## src/rtl/pipe_pkg.sv

```systemverilog
// Shared pipeline encodings: ALU op codes, ALUOp classes, R-type funct values
// and the packed ID/EX control bundle.
package pipe_pkg;

  typedef enum logic [3:0] {
    ALU_AND = 4'b0000,
    ALU_OR  = 4'b0001,
    ALU_ADD = 4'b0010,
    ALU_SUB = 4'b0110,
    ALU_SLT = 4'b0111,
    ALU_SGE = 4'b1000,
    ALU_SLL = 4'b1001,
    ALU_SRL = 4'b1010,
    ALU_NOR = 4'b1100
  } alu_op_e;

  typedef enum logic [1:0] {
    ALUOP_ADD   = 2'b00,
    ALUOP_SUB   = 2'b01,
    ALUOP_RTYPE = 2'b10,
    ALUOP_SLTI  = 2'b11
  } aluop_e;

  localparam logic [5:0] FN_SLL  = 6'h00;
  localparam logic [5:0] FN_SRL  = 6'h02;
  localparam logic [5:0] FN_SLLV = 6'h04;
  localparam logic [5:0] FN_SRLV = 6'h06;
  localparam logic [5:0] FN_ADD  = 6'h20;
  localparam logic [5:0] FN_ADDU = 6'h21;
  localparam logic [5:0] FN_SUB  = 6'h22;
  localparam logic [5:0] FN_SUBU = 6'h23;
  localparam logic [5:0] FN_AND  = 6'h24;
  localparam logic [5:0] FN_OR   = 6'h25;
  localparam logic [5:0] FN_NOR  = 6'h27;
  localparam logic [5:0] FN_SLT  = 6'h2A;

  typedef struct packed {
    logic       regwrite;
    logic       memread;
    logic       memwrite;
    logic       alusrc;
    logic [1:0] aluop;
    logic [5:0] funct;
  } ctrl_t;

endpackage

```

## src/rtl/alu_ctrl.sv

```systemverilog
// ALUOp/funct decoder: ALU op, shift source selects, overflow enable, illegal flag.
// Purely combinational, no flow control.
module alu_ctrl
  import pipe_pkg::*;
(
  input  logic [1:0] aluop_i,
  input  logic [5:0] funct_i,
  output logic [3:0] op_o,
  output logic       shift_shamt_o,
  output logic       shift_var_o,
  output logic       ovf_en_o,
  output logic       illegal_o
);

  always_comb begin
    op_o          = ALU_AND;
    shift_shamt_o = 1'b0;
    shift_var_o   = 1'b0;
    ovf_en_o      = 1'b0;
    illegal_o     = 1'b0;
    case (aluop_i)
      ALUOP_ADD:  op_o = ALU_ADD;
      ALUOP_SUB:  op_o = ALU_SUB;
      ALUOP_SLTI: op_o = ALU_SLT;
      default: begin
        case (funct_i)
          FN_ADD:  begin op_o = ALU_ADD; ovf_en_o = 1'b1; end
          FN_ADDU: op_o = ALU_ADD;
          FN_SUB:  begin op_o = ALU_SUB; ovf_en_o = 1'b1; end
          FN_SUBU: op_o = ALU_SUB;
          FN_AND:  op_o = ALU_AND;
          FN_OR:   op_o = ALU_OR;
          FN_NOR:  op_o = ALU_NOR;
          FN_SLT:  op_o = ALU_SLT;
          FN_SLL:  begin op_o = ALU_SLL; shift_shamt_o = 1'b1; end
          FN_SRL:  begin op_o = ALU_SRL; shift_shamt_o = 1'b1; end
          FN_SLLV: begin op_o = ALU_SLL; shift_var_o = 1'b1; end
          FN_SRLV: begin op_o = ALU_SRL; shift_var_o = 1'b1; end
          default: illegal_o = 1'b1;
        endcase
      end
    endcase
  end

endmodule

```

## src/rtl/id_ex_stage.sv

```systemverilog
// ID/EX register with forwarding and ALU operand/op selection; 1-cycle latency, outputs comb.
// Backpressure: stall_i holds contents (with WB capture), flush_i inserts a bubble and wins.
module id_ex_stage
  import pipe_pkg::*;
#(
  parameter int DW = 32,
  parameter int RW = 5
) (
  input  logic          clk_i,
  input  logic          rst_n_i,
  input  logic          stall_i,
  input  logic          flush_i,
  input  logic          id_valid_i,
  input  logic [DW-1:0] id_rs_data_i,
  input  logic [DW-1:0] id_rt_data_i,
  input  logic [DW-1:0] id_imm_i,
  input  logic [4:0]    id_shamt_i,
  input  logic [RW-1:0] id_rs_i,
  input  logic [RW-1:0] id_rt_i,
  input  logic [RW-1:0] id_rd_i,
  input  logic [1:0]    id_aluop_i,
  input  logic [5:0]    id_funct_i,
  input  logic          id_alusrc_i,
  input  logic          id_regwrite_i,
  input  logic          id_memread_i,
  input  logic          id_memwrite_i,
  input  logic          exm_regwrite_i,
  input  logic [RW-1:0] exm_rd_i,
  input  logic [DW-1:0] exm_result_i,
  input  logic          wb_regwrite_i,
  input  logic [RW-1:0] wb_rd_i,
  input  logic [DW-1:0] wb_data_i,
  output logic [DW-1:0] aluSrc1_o,
  output logic [DW-1:0] aluSrc2_o,
  output logic [3:0]    ALU_operation_o,
  output logic [DW-1:0] store_data_o,
  output logic [RW-1:0] rd_o,
  output logic          regwrite_o,
  output logic          memread_o,
  output logic          memwrite_o,
  output logic          ovf_en_o,
  output logic          illegal_o,
  output logic          valid_o
);

  logic          valid_q, valid_d;
  ctrl_t         ctrl_q, ctrl_d;
  logic [DW-1:0] rs_data_q, rs_data_d;
  logic [DW-1:0] rt_data_q, rt_data_d;
  logic [DW-1:0] imm_q, imm_d;
  logic [4:0]    shamt_q, shamt_d;
  logic [RW-1:0] rs_q, rs_d;
  logic [RW-1:0] rt_q, rt_d;
  logic [RW-1:0] rd_q, rd_d;

  logic          wb_hit_rs, wb_hit_rt;

  assign wb_hit_rs = wb_regwrite_i && (wb_rd_i != '0) && (wb_rd_i == rs_q);
  assign wb_hit_rt = wb_regwrite_i && (wb_rd_i != '0) && (wb_rd_i == rt_q);

  always_comb begin
    valid_d   = valid_q;
    ctrl_d    = ctrl_q;
    rs_data_d = rs_data_q;
    rt_data_d = rt_data_q;
    imm_d     = imm_q;
    shamt_d   = shamt_q;
    rs_d      = rs_q;
    rt_d      = rt_q;
    rd_d      = rd_q;
    if (flush_i) begin
      valid_d = 1'b0;
      ctrl_d  = '0;
    end else if (stall_i) begin
      // Writes retiring during a stall would otherwise be missed once forwarding moves on.
      if (wb_hit_rs) rs_data_d = wb_data_i;
      if (wb_hit_rt) rt_data_d = wb_data_i;
    end else begin
      valid_d   = id_valid_i;
      ctrl_d    = '{regwrite: id_regwrite_i, memread: id_memread_i,
                    memwrite: id_memwrite_i, alusrc: id_alusrc_i,
                    aluop: id_aluop_i, funct: id_funct_i};
      rs_data_d = id_rs_data_i;
      rt_data_d = id_rt_data_i;
      imm_d     = id_imm_i;
      shamt_d   = id_shamt_i;
      rs_d      = id_rs_i;
      rt_d      = id_rt_i;
      rd_d      = id_rd_i;
    end
  end

  always_ff @(posedge clk_i or negedge rst_n_i) begin
    if (!rst_n_i) begin
      valid_q   <= 1'b0;
      ctrl_q    <= '0;
      rs_data_q <= '0;
      rt_data_q <= '0;
      imm_q     <= '0;
      shamt_q   <= '0;
      rs_q      <= '0;
      rt_q      <= '0;
      rd_q      <= '0;
    end else begin
      valid_q   <= valid_d;
      ctrl_q    <= ctrl_d;
      rs_data_q <= rs_data_d;
      rt_data_q <= rt_data_d;
      imm_q     <= imm_d;
      shamt_q   <= shamt_d;
      rs_q      <= rs_d;
      rt_q      <= rt_d;
      rd_q      <= rd_d;
    end
  end

  logic [DW-1:0] fwd_a, fwd_b;

  // EX/MEM is the younger producer, so it takes priority; r0 never forwards.
  always_comb begin
    fwd_a = rs_data_q;
    if (exm_regwrite_i && (exm_rd_i != '0) && (exm_rd_i == rs_q)) fwd_a = exm_result_i;
    else if (wb_hit_rs)                                           fwd_a = wb_data_i;
    fwd_b = rt_data_q;
    if (exm_regwrite_i && (exm_rd_i != '0) && (exm_rd_i == rt_q)) fwd_b = exm_result_i;
    else if (wb_hit_rt)                                           fwd_b = wb_data_i;
  end

  logic [3:0] op;
  logic       shift_shamt, shift_var, ovf_en, illegal;

  alu_ctrl u_alu_ctrl (
    .aluop_i       (ctrl_q.aluop),
    .funct_i       (ctrl_q.funct),
    .op_o          (op),
    .shift_shamt_o (shift_shamt),
    .shift_var_o   (shift_var),
    .ovf_en_o      (ovf_en),
    .illegal_o     (illegal)
  );

  always_comb begin
    aluSrc1_o = fwd_a;
    aluSrc2_o = ctrl_q.alusrc ? imm_q : fwd_b;
    if (shift_shamt) begin
      aluSrc1_o = fwd_b;
      aluSrc2_o = {{(DW-5){1'b0}}, shamt_q};
    end else if (shift_var) begin
      aluSrc1_o = fwd_b;
      aluSrc2_o = {{(DW-5){1'b0}}, fwd_a[4:0]};
    end
  end

  // Bubbles present a neutral AND so reset and flush look identical downstream.
  assign ALU_operation_o = valid_q ? op : 4'b0000;
  assign store_data_o    = fwd_b;
  assign rd_o            = rd_q;
  assign regwrite_o      = valid_q & ctrl_q.regwrite;
  assign memread_o       = valid_q & ctrl_q.memread;
  assign memwrite_o      = valid_q & ctrl_q.memwrite;
  assign ovf_en_o        = valid_q & ovf_en;
  assign illegal_o       = valid_q & illegal;
  assign valid_o         = valid_q;

endmodule

```

## config.mk

```make
export PLATFORM = sky130hd
export DESIGN_NAME = id_ex_stage
export DESIGN_NICKNAME = d
export VERILOG_FILES = /design/src/rtl/pipe_pkg.sv /design/src/rtl/alu_ctrl.sv /design/src/rtl/id_ex_stage.sv
export SDC_FILE = /design/constraint.sdc
export NUM_CORES = 1
export LEC_CHECK = 0
export BUFFER_PORTS_ARGS = -buffer_cell sky130_fd_sc_hd__buf_2
export CELL_PAD_IN_SITES_DETAIL_PLACEMENT = 1
export CELL_PAD_IN_SITES_GLOBAL_PLACEMENT = 2
export CORE_ASPECT_RATIO = 1.5
export CORE_MARGIN = 10
export CORE_UTILIZATION = 30
export DETAILED_ROUTE_END_ITERATION = 6
export PLACE_DENSITY_LB_ADDON = 0.1
export SETUP_SLACK_MARGIN = 0.05
export SLEW_MARGIN = 10
export SYNTH_ARGS = -nofsm -noshare
export SYNTH_HDL_FRONTEND = slang
export SYNTH_HIERARCHICAL = 1
export SYNTH_SLANG_ARGS = --single-unit
```

## constraint.sdc

```tcl
create_clock -name clk_i -period 5.45 [get_ports clk_i]
set_clock_uncertainty 0.15 [all_clocks]
set_input_delay 1.09 -clock clk_i [delete_from_list [all_inputs] [get_ports clk_i]]
set_output_delay 1.09 -clock clk_i [all_outputs]
set_load 0.1 [all_outputs]
```

# Word-level counts from Yosys, hierarchy flattened
# Cells that the tools add are included.
[totals]
ff_bits = 129
in_bits = 209
output_inout_bits = 111
elab_cells = 85
[classes]
n_eq_ne = 18
mux = 26
bitwise = 7
reduce_logical = 20
[ops]
columns = ["op", "count"]
rows = [
  ["2-to-1 mux 32 bit", 11],
  ["equality test 6 bit, second input constant", 8],
  ["one-hot mux 4 bit (7 select lines)", 1],
  ["2-to-1 mux 12 bit", 2],
  ["equality test 5 bit", 4],
  ["OR reduction 2 bit", 7],
  ["equality test 6 x 3 -> 1 bit, second input constant", 2],
  ["one-hot mux 4 bit (3 select lines)", 1],
  ["OR reduction 12 bit", 1],
  ["2-to-1 mux 1 bit", 10],
  ["nonzero test 5 bit", 2],
  ["equality test 6 x 2 -> 1 bit, second input constant", 1],
  ["logical AND 1 bit", 6],
  ["zero test 6 bit", 1],
  ["AND 1 bit", 5],
  ["2-to-1 mux 4 bit", 1],
  ["OR reduction 3 bit", 1],
  ["equality test 2 x 1 -> 1 bit, second input constant", 1],
  ["equality test 2 bit, second input constant", 1],
  ["zero test 2 bit", 1],
  ["!= test 2 x 1 -> 1 bit, second input constant", 1],
  ["NOT 1 bit", 2],
  ["AND reduction 2 bit", 1],
]

# Longest topological paths before layout
# Gate-level depths: netlist of the first run.
[logic_depth]
depth_word = 8
mapped_depth = 8
mapped_depth_nobuf = 6

# By module
# The synthesis of the first run kept the hierarchy.
[modules_own_cells]
columns = ["module", "n_inst", "cells_per_inst", "area_per_inst_um2", "seq_area_each_um2"]
rows = [
  ["id_ex_stage", 1, 1025, 9176.3, 3228.1],
  ["alu_ctrl", 1, 29, 192.7, 0.0],
]

# Worst setup path after synthesis of the first run
# Ideal clock, no wire load.
[synth_path]
path_type = "input-to-output"
start = "input port wb_rd_i[1]"
end = "output port aluSrc1_o[29]"
arrival_ns = 4.812
required_time_ns = 4.210
path_slack_ns = -0.602
cell_stages = 6
n_path_buf = 1
cell_sequence = "or4_4 > o21ai_2 > buf_2 > o31ai_1 > a31oi_1 > o2bb2ai_1"
[synth_via]
elab_chain_len = 7
elab_cells_between_ends = 12
cone_classes = "eq/ne: 2; mux: 6; reduce/logical: 4"
[synth_rtl]
columns = ["element", "line_no", "text"]
rows = [
  ["start, declared", "id_ex_stage.sv:31", "input logic [RW-1:0] wb_rd_i,"],
  ["nonzero test 5 bit", "id_ex_stage.sv:59", "assign wb_hit_rt = wb_regwrite_i && (wb_rd_i != '0) && (wb_rd_i == rt_q);"],
  ["logical AND 1 bit", "id_ex_stage.sv:59", ""],
  ["logical AND 1 bit (*)", "id_ex_stage.sv:59", ""],
  ["2-to-1 mux 32 bit (*)", "--", ""],
  ["2-to-1 mux 32 bit (*)", "id_ex_stage.sv:125", "if (exm_regwrite_i && (exm_rd_i != '0) && (exm_rd_i == rt_q)) fwd_b = exm_result_i;"],
  ["net store_data_o[29]", "id_ex_stage.sv:36", "output logic [DW-1:0] store_data_o,"],
  ["2-to-1 mux 32 bit", "id_ex_stage.sv:148", "end else if (shift_var) begin"],
  ["2-to-1 mux 32 bit (*)", "id_ex_stage.sv:145", "if (shift_shamt) begin"],
  ["end, declared", "id_ex_stage.sv:33", "output logic [DW-1:0] aluSrc1_o,"],
]
# Mark *: on every way through the listed nets, which the timed path passes. The rest lies on a longest branch.

# Worst setup path in the final report of the first run
[layout_path]
start = "input port exm_rd_i[1]"
end = "output port aluSrc2_o[8]"
[layout_via]
elab_chain_len = 7
elab_cells_between_ends = 8
cone_classes = "eq/ne: 1; mux: 4; reduce/logical: 3"
[layout_rtl]
columns = ["element", "line_no", "text"]
rows = [
  ["start, declared", "id_ex_stage.sv:28", "input logic [RW-1:0] exm_rd_i,"],
  ["nonzero test 5 bit", "id_ex_stage.sv:125", ""],
  ["logical AND 1 bit", "id_ex_stage.sv:125", ""],
  ["logical AND 1 bit (*)", "id_ex_stage.sv:125", ""],
  ["2-to-1 mux 32 bit (*)", "id_ex_stage.sv:125", ""],
  ["2-to-1 mux 32 bit (*)", "id_ex_stage.sv:144", "aluSrc2_o = ctrl_q.alusrc ? imm_q : fwd_b;"],
  ["2-to-1 mux 32 bit (*)", "id_ex_stage.sv:148", ""],
  ["2-to-1 mux 32 bit (*)", "id_ex_stage.sv:145", ""],
  ["end, declared", "id_ex_stage.sv:34", "output logic [DW-1:0] aluSrc2_o,"],
]
# Mark *: on every way between the ends. The rest lies on a longest branch, timed or not.

==> results of run 1 <==
## state kept, by name (all words and copies together) (netlist names)
name,cells
rd_o,5
imm_q,32
rs_data_q,32
rs_q,5
rt_data_q,32
valid_o,1
ctrl_q,12
shamt_q,5
rt_q,5
## cell usage after synthesis (6+ instances only)
| master | n | area share [%] |
|---|---|---|
| nand4_1 | 8 | 0.53 |
| xnor2_1 | 18 | 1.7 |
| a311oi_1 | 22 | 2.1 |
| nor2_1 | 28 | 1.1 |
| buf_1 | 6 | 0.24 |
| a21oi_1 | 31 | 1.7 |
| a31oi_1 | 40 | 2.7 |
| buf_2 | 24 | 1.3 |
| nor4_1 | 54 | 3.6 |
| o31ai_1 | 37 | 3.0 |
| o2bb2ai_1 | 69 | 6.5 |
| a21o_1 | 23 | 1.8 |
| o21ai_0 | 35 | 1.9 |
| nand3_1 | 28 | 1.5 |
| and2_1 | 32 | 2.1 |
| o21a_1 | 23 | 1.8 |
| nand2b_1 | 29 | 1.9 |
| clkbuf_1 | 73 | 2.9 |
| nor3_1 | 43 | 2.3 |
| a211oi_1 | 38 | 3.0 |
| mux2_2 | 52 | 6.2 |
| dfrtp_1 | 129 | 34 |
| nor2b_1 | 8 | 0.53 |
| inv_1 | 40 | 1.6 |
| mux2i_1 | 49 | 5.2 |
| nand2_1 | 53 | 2.1 |
## area by class of cell
class,count,area [um2]
Antenna cell,7,17.5
Clock buffer,20,457
Clock inverter,12,131
Fill cell,3579,17800
Inverter,40,150
Multi-Input combinational cell,775,5820
Sequential cell,129,3230
Tap cell,405,507
Timing Repair Buffer,362,2840
## layer usage
| metal | GRT usage (%) | wire length (um) |
|---|---|---|
| met5 | 0 | 0 |
| met4 | 10.1 | 1630 |
| met3 | 4.93 | 2320 |
| met2 | 44.4 | 25900 |
| met1 | 25.7 | 17600 |
## kinds of logic after synthesis
family          synth area share (%)
xor+xnor                        2.06
simple gates                    18.0
mux                             11.5
compound gates                  27.3
buf+inv                         6.70
flops                           34.5
## power breakdown
part	switching, mW	leakage [nW]	internal [mW]	total, mW
clock network	0.484	0.279	0.698	1.18
logic	1.83	3.75	0.765	2.60
registers	0.0897	1.57	1.08	1.17
## worst max-delay path, delay by kind of cell
family,cells,cell delay (ps)
compound gates,3,1040
simple gates,2,790
buf+inv,3,710
## path summary, 6_finish.rpt
path / slack [ps] / endpoint / startpoint / cells after the start
worst max-delay path: 570 / aluSrc2_o[8] / exm_rd_i[1] / 8
worst min-delay path: 330 / rt_data_q[9] / rt_data_q[9] / 1
worst max register to register: 2840 / rt_data_q[6] / rt_q[1] / 8
worst min register to register: 330 / rt_data_q[9] / rt_data_q[9] / 1
max in group asynchronous: 3400 / imm_q[2] / rst_n_i / 2
min in group asynchronous: 550 / rs_data_q[11] / rst_n_i / 1
==> metrics.cfg, run 1 <==
[clocking]
cts_tree = built
htreeDepth = 4
cts_resized = 0
cts_setup_buffers = 0
cts_buffer_depth = 2
clkSlewWorstSetupHoldPaths_ps = 50
worst_skew_pair.late_latency_ps = 440
cts.hold.buffers_added = 0
cts_sinks = 129
numCtsBuffers = 17
ctsRootBufferMaster = clkbuf_16

[setup_path]
crit_chain = buf_2 > or4_1 > o211ai_4 > buf_4 > nor3_1 > a311oi_1 > o21a_1 > buf_12
crit_slowest_cell = or4_1
crit_required_ps = 4210
crit_arrival_ps = 3640
worst-path-max-fanout = 28
critPathKind = input pin to output port
endpoint_kind = output port
worst_setup_path_start_kind = input pin
critPathMaxStageDelay_ps = 640

[cells_and_area]
nets = 1534
drive_gt1_share_pct = 37.8
final_common_cell = buf_2
stdcell_count = 1750
fin_util_pct = 42.5
mostFrequentLayoutCells = buf_2, dfrtp_1, o2bb2ai_1, buf_12, nor4_1
syn_to_final_growth_pct = 40.4
final_area_um2 = 13200

[status]
outcome = completed

[pwr]
p_per_area_nw_per_um2 = 377
leakage_nw = 5.60
total_power_mw = 4.95
peakVddDrop_uv = 201

[floorplan]
core_area_um2 = 30900
ios = 320
initial_core_util_pct = 30.3
die_w_um = 164
placement_rows = 79
die-area_um2 = 38800
die_y_um = 236

[timing]
setup_viol = 0
final_hold_viol_count = 0
max_freq_ghz = 0.205
tightest_slew_ps = 1200
holdWs_ps = 327
post-route-min-period_ps = 4880
post-route-period-util_pct = 89.6
worst_slack_ps = 569
rsz0062_at_grt = no
tns_ps = 0
max_slew_margin_pct = 19.9
drv_slew = 0

[placement]
hpwl_mm = 35.9
portBuffers = 319
pre_cts_ws_ps = 570
routabilityCongestion = 0.835
place_inst = 1711
placed_area_um2 = 12500

[global_route]
antenna_found_initial = 7
grt.overflow.total = 0
grtUsageTotal_pct = 24.1
grt_max_degree = 92
grt_pass1_vias = 10900
grt_first_pass_wirelength_mm = 70.6

[logic_synthesis]
yosys_warnings = 6
yosysSeqAreaShare_pct = 34.5
synth_edf_count = 0
synthCells = 1054
syn-num-nets = 1263
synth_area_per_cell_um2 = 8.89
synth.distinct_cells = 59
ys_ff_latch = 129
async_flop_share_pct = 100
synth_area_um2 = 9370
synth_ff_type = dfrtp_1

[drt]
routed_wl_mm = 47.4
drc = 0
dr.pass1.iters = 4
first_iter_violations = 486
avgViaCountPerCell = 5.70
ant_nets = 0
wl_per_cell_um = 27.1
vias = 9979

[run]
max_cap_viol_count = 0

[min_path]
hp-class = flip-flop to flip-flop

Power figures use the tool's default switching activity.
==> run 2: changes to the inputs <==
CORE_UTILIZATION = 27   (was 30)
REMOVE_ABC_BUFFERS = 1   (was default)
clock period = 4.2 ns   (was 5.45 ns; I/O delays follow)
==> run 2 against run 1 <==
  * Worst hold slack lost 14 ps
  * Critical path depth grew 1
  * Die area grew 9.9%
  * Worst setup slack lost 480 ps
  * Register-to-register slack lost 1200 ps
  * Combinational power grew 40%
  * Flip-flop and latch count is the same
  * Clock-buffer cell count shrank 2
  * Cell count grew 3.0%
  * Core utilization shrank 1.8 points
  * Routed wire length grew 2.4%
  * Critical path type unchanged
  * Largest cell class unchanged
  * Largest power group unchanged
==> metrics.cfg, run 2 (synthesized netlist as in run 1, its figures left out) <==
[status]
outcome = completed

[global_route]
grt_max_degree = 82
grt.overflow.total = 0
grt_first_pass_wirelength_mm = 70.8
grtUsageTotal_pct = 22.2
grt_pass1_vias = 10900
antenna_found_initial = 15

[pwr]
p_int_mw = 3.60
peakVddDrop_uv = 229
seqPwrFrac_pct = 22.6
pwr-share-comb_pct = 53.9
p_per_area_nw_per_um2 = 485
p_clk_share_pct = 23.5
netSwitchingFraction_pct = 46.8
leakage_nw = 5.95
power_switching_mw = 3.17

[cells_and_area]
syn_to_final_growth_pct = 49.1
reg.largest.list = imm_q x32, rs_data_q x32, rt_data_q x32
drive_gt1_share_pct = 38.1
num-fill-cells = 3925
multi_input_area_um2 = 5720
final_common_cell = buf_2
mostFrequentLayoutCells = buf_2, dfrtp_1, buf_12, o2bb2ai_1, buf_4
nets = 1566
regArea_um2 = 3230
final_area_um2 = 14000

[placement]
pre_cts_ws_ps = -50.3
portBuffers = 319
placed_area_um2 = 13200
routabilityCongestion = 0.816
hpwl_mm = 35.1

[setup_path]
endpoint_kind = output port
worst-path-max-fanout = 11
reg2regPathDepth = 8
critPathMaxStageDelay_ps = 590
crit_cells = 9
crit_slowest_cell = or4_4
worst_setup_path_start_kind = input pin
crit_chain = buf_2 > or4_4 > o21ai_4 > buf_6 > buf_4 > o31ai_1 > a31oi_1 > o2bb2ai_1 > buf_12
crit_start = wb_rd_i[1]
r2r_start = rt_q[1]
path_buf_inv = 4
crit_arrival_ps = 3120
cp_top_family = compound AO/OA/AOI/OAI gates
crit_required_ps = 3210
worstSetupEndpoint = aluSrc1_o[25]
critPathKind = input pin to output port
rr_endpoint = rt_data_q[30]
r2r_slack_ps = 1630

[drt]
avgViaCountPerCell = 5.63
drc = 0
first_iter_violations = 570
ant_nets = 0
wl_per_cell_um = 27.0
routed_wl_mm = 48.6
dr.pass1.iters = 5
vias = 10100

[floorplan]
die_w_um = 172
placement_rows = 83
core_area_um2 = 34300
die_y_um = 248
die-area_um2 = 42700
initial_core_util_pct = 27.3
ios = 320

[timing]
worst_slack_ps = 90.9
post-route-period-util_pct = 97.8
setup_viol = 0
max_slew_margin_pct = 27.8
max_freq_ghz = 0.243
post-route-min-period_ps = 4110
tightest_slew_ps = 1070
final_hold_viol_count = 0
rsz0062_at_grt = yes
drv_slew = 0

[clocking]
worst_skew_pair.late_latency_ps = 440
cts_tree = built
htreeDepth = 4
cts_buffer_depth = 2
cts_sinks = 129
ctsRootBufferMaster = clkbuf_16
numCtsBuffers = 17
clkSlewWorstSetupHoldPaths_ps = 60

[min_path]
hp-class = input pin to async pin

[run]
max_cap_viol_count = 0

==> run 2: power by group through the flow <==
| stage | clock network (mW) | registers [mW] | logic [mW] |
|---|---|---|---|
| after detailed placement | 0 | 1.55 | 3.64 |
| after global placement | 0 | 1.54 | 3.62 |
| final | 1.59 | 1.53 | 3.65 |
| after floorplan | 0 | 1.56 | 2.07 |
| after CTS | 1.63 | 1.53 | 3.65 |
| after global routing | 1.68 | 1.55 | 3.79 |
==> run 2: worst min-delay path by stage <==
stage,startpoint,end,cells after the start
after floorplan,rt_data_q[11],rt_data_q[11],1
after global placement,rt_data_q[21],rt_data_q[21],1
after detailed placement,rt_data_q[26],rt_data_q[26],1
after CTS,rt_data_q[8],rt_data_q[8],1
after global routing,rt_data_q[6],rt_data_q[6],1
final,rst_n_i,rd_o[0],1
==> run 2: final cells by class <==
| type | count | share of cell area [%] |
|---|---|---|
| Tap cell | 425 | 3.81 |
| Inverter | 40 | 1.08 |
| Sequential cell | 129 | 23.1 |
| Multi-Input combinational cell | 776 | 41.0 |
| Clock buffer | 18 | 3.14 |
| Clock inverter | 13 | 1.16 |
| Timing Repair Buffer | 393 | 26.6 |
| Antenna cell | 8 | 0.143 |
==> run 2: metrics by stage <==
stage / std cells / total power [mW] / hold WS, ps / util [%] / TNS (ps)
floorplan: 944 / 3.64 / 299 / - / -206640
global placement: 1762 / 5.17 / 309 / 38.6 / -9.96
detailed placement: 1762 / 5.19 / 317 / 38.6 / -50.3
CTS: 1793 / 6.81 / 333 / 40.4 / 0
global route: 1800 / 7.03 / 337 / 40.7 / 0
finish: 1802 / 6.77 / 313 / 40.8 / 0
==> run 2: metal layers <==
metal | share of wire, % | GRT usage, % | vias up
met5 | 0.19 | 0 | -
met4 | 1.6 | 6.23 | 14
met3 | 5.9 | 5.93 | 53
met2 | 54 | 40.6 | 293
met1 | 38 | 24.5 | 5149
li1 | - | - | 4631
==> run 2: what timing repair did <==
item,4_1_cts,5_1_grt
hold buffers,0,0
buffers inserted,0,0
setup endpoints to repair,3,55
pin swaps,1,6
endpoints found under the hold margin,0,0
resized for setup,3,25
gates cloned,0,1
==> run 3: changes to the inputs <==
--- a/config.mk
+++ b/config.mk
@@ -7,4 +7,5 @@
 export LEC_CHECK = 0
 export BUFFER_PORTS_ARGS = -buffer_cell sky130_fd_sc_hd__buf_2
+export CAP_MARGIN = 20
 export CELL_PAD_IN_SITES_DETAIL_PLACEMENT = 1
 export CELL_PAD_IN_SITES_GLOBAL_PLACEMENT = 2
==> constraint.sdc (replaced) <==
create_clock -name clk_i -period 4.2 [get_ports clk_i]
set_clock_uncertainty 0.15 [all_clocks]
set_input_delay 0.42 -clock clk_i [delete_from_list [all_inputs] [get_ports clk_i]]
set_output_delay 0.42 -clock clk_i [all_outputs]
set_load 0.1 [all_outputs]
==> run 3 against run 2 <==
  * Clock power about the same
  * Via count decreased by 2.2%
  * Largest power group unchanged
  * Highest routed layer unchanged
  * Power decreased by 11%
  * Critical endpoint is now aluSrc2_o[15]
  * Non-clock buffer count decreased by 42
  * First-iteration DRC count decreased by 8.9%
==> metrics.cfg, run 3 (synthesized netlist as in run 1, its figures left out) <==
[status]
outcome = completed

[timing]
setup_viol = 0
rsz0062_at_grt = no
final_hold_viol_count = 0
max_slew_margin_pct = 29.4
post-route-min-period_ps = 3980
tns_ps = 0
drv_slew = 0
tightest_slew_ps = 1060
post-route-period-util_pct = 94.9
holdWs_ps = 52.8
max_freq_ghz = 0.251

[floorplan]
die_y_um = 248
core_area_um2 = 34300
ios = 320
placement_rows = 83
initial_core_util_pct = 27.3
die-area_um2 = 42700
die_w_um = 172

[placement]
portBuffers = 319
routabilityCongestion = 0.838
hpwl_mm = 33.7
placed_area_um2 = 11600
place_inst = 1719

[cells_and_area]
mostFrequentLayoutCells = buf_2, dfrtp_1, o2bb2ai_1, nor4_1, mux2_2
num-fill-cells = 4032
drive_gt1_share_pct = 35.1
stdcell_count = 1756
reg.largest.list = imm_q x32, rs_data_q x32, rt_data_q x32
final_common_cell = buf_2
syn_to_final_growth_pct = 30.4
final_area_um2 = 12200
nets = 1524

[clocking]
clkSlewWorstSetupHoldPaths_ps = 60
cts_tree = built
cts_setup_buffers = 0
htreeDepth = 4
cts_buffer_depth = 2
cts_sinks = 129
ctsRootBufferMaster = clkbuf_16
numCtsBuffers = 17
worst_skew_pair.late_latency_ps = 440

[pwr]
total_power_mw = 6.05
p_int_mw = 2.99
p_clk_share_pct = 25.9
pwr-share-comb_pct = 48.8
leakage_nw = 5.30
netSwitchingFraction_pct = 50.7
p_per_area_nw_per_um2 = 495
peakVddDrop_uv = 248
seqPwrFrac_pct = 25.3
power_switching_mw = 3.06

[global_route]
grt_first_pass_wirelength_mm = 69.7
met2_usage_pct = 39.4
use_met1_pct = 24.7
grt_use_met3_pct = 5.45
grt.overflow.total = 0
grtUsageTotal_pct = 21.8
grt_max_degree = 72
busiest_layer = met2
grt_pass1_vias = 10900
antenna_found_initial = 10

[drt]
ant_nets = 0
routed_wl_mm = 47.7
avgViaCountPerCell = 5.65
first_iter_violations = 519
vias = 9918
dr.pass1.iters = 5
wl_per_cell_um = 27.2
drc = 0

[setup_path]
endpoint_kind = output port
path_buf_inv = 2
worst_setup_path_start_kind = flip-flop
crit_slowest_cell = xor2_4
crit_chain = xor2_4 > or3_2 > buf_4 > o31ai_1 > a311oi_1 > o21a_1 > buf_2
critPathMaxStageDelay_ps = 650
crit_required_ps = 3630
cp_top_family = compound AO/OA/AOI/OAI gates
crit_arrival_ps = 3410
worst-path-max-fanout = 24
critPathKind = flip-flop to output port

[min_path]
hp-class = input pin to flip-flop

[run]
max_cap_viol_count = 0

==> run 3: path summary, 6_finish.rpt <==
kind | start | end | slack [ps] | cells past startpoint
min in group asynchronous | rst_n_i | rd_o[2] | 400 | 2
worst max-delay path | rt_q[0] | aluSrc2_o[15] | 220 | 7
max in group asynchronous | rst_n_i | imm_q[21] | 2650 | 3
worst min register to register | rt_data_q[15] | rt_data_q[15] | 330 | 1
worst max register to register | rt_q[1] | rt_data_q[30] | 1430 | 6
worst min-delay path | id_imm_i[1] | imm_q[1] | 50 | 2
==> run 3: power groups by stage <==
stage          clock network [mW]  registers [mW]  logic [mW]
2_1_floorplan                   0            1.56        2.07
4_1_cts                      1.61            1.53        2.98
5_1_grt                      1.67            1.55        3.09
6_report                     1.57            1.53        2.95
3_3_place_gp                    0            1.55        2.96
3_5_place_dp                    0            1.55        2.97
==> run 3: metrics by stage <==
step	worst slack, ps	utilization, %
finish	216	35.7
global placement	554	33.9
floorplan	-2250	-
detailed placement	511	33.9
CTS	137	35.6
global route	76.6	35.6
==> run 3: worst reg2reg max path, stage by stage (launching register included) <==
cell     delay, ps
dfrtp_1        490
xor2_4         630
nor3_1         140
buf_4          200
nand3_1        110
a21o_2         730
a22o_1         260
==> run 3: per-layer routing <==
layer / routed length, um / up-vias
met5: 78 / -
met1: 18800 / 5013
met4: 801 / 12
met2: 25300 / 293
met3: 2770 / 59
li1: - / 4541
==> run 3: timing repair <==
action,4_1_cts,5_1_grt
gates resized for setup,0,1
endpoints found under the setup margin,0,6
hold buffers,1,0
hold endpoints to repair,70,0
==> run 3: area by class of cell <==
| cell class | count | area, um2 | area share [%] |
|---|---|---|---|
| flip-flops and latches | 129 | 3230 | 26.4 |
| repair buffers | 351 | 2080 | 17.0 |
| diodes | 3 | 7.51 | 0.0614 |
| inverters | 40 | 150 | 1.23 |
| multi-input cells | 776 | 5630 | 46.1 |
| clock buffers | 18 | 439 | 3.59 |
| well taps | 425 | 532 | 4.35 |
| clock inverters | 14 | 154 | 1.26 |
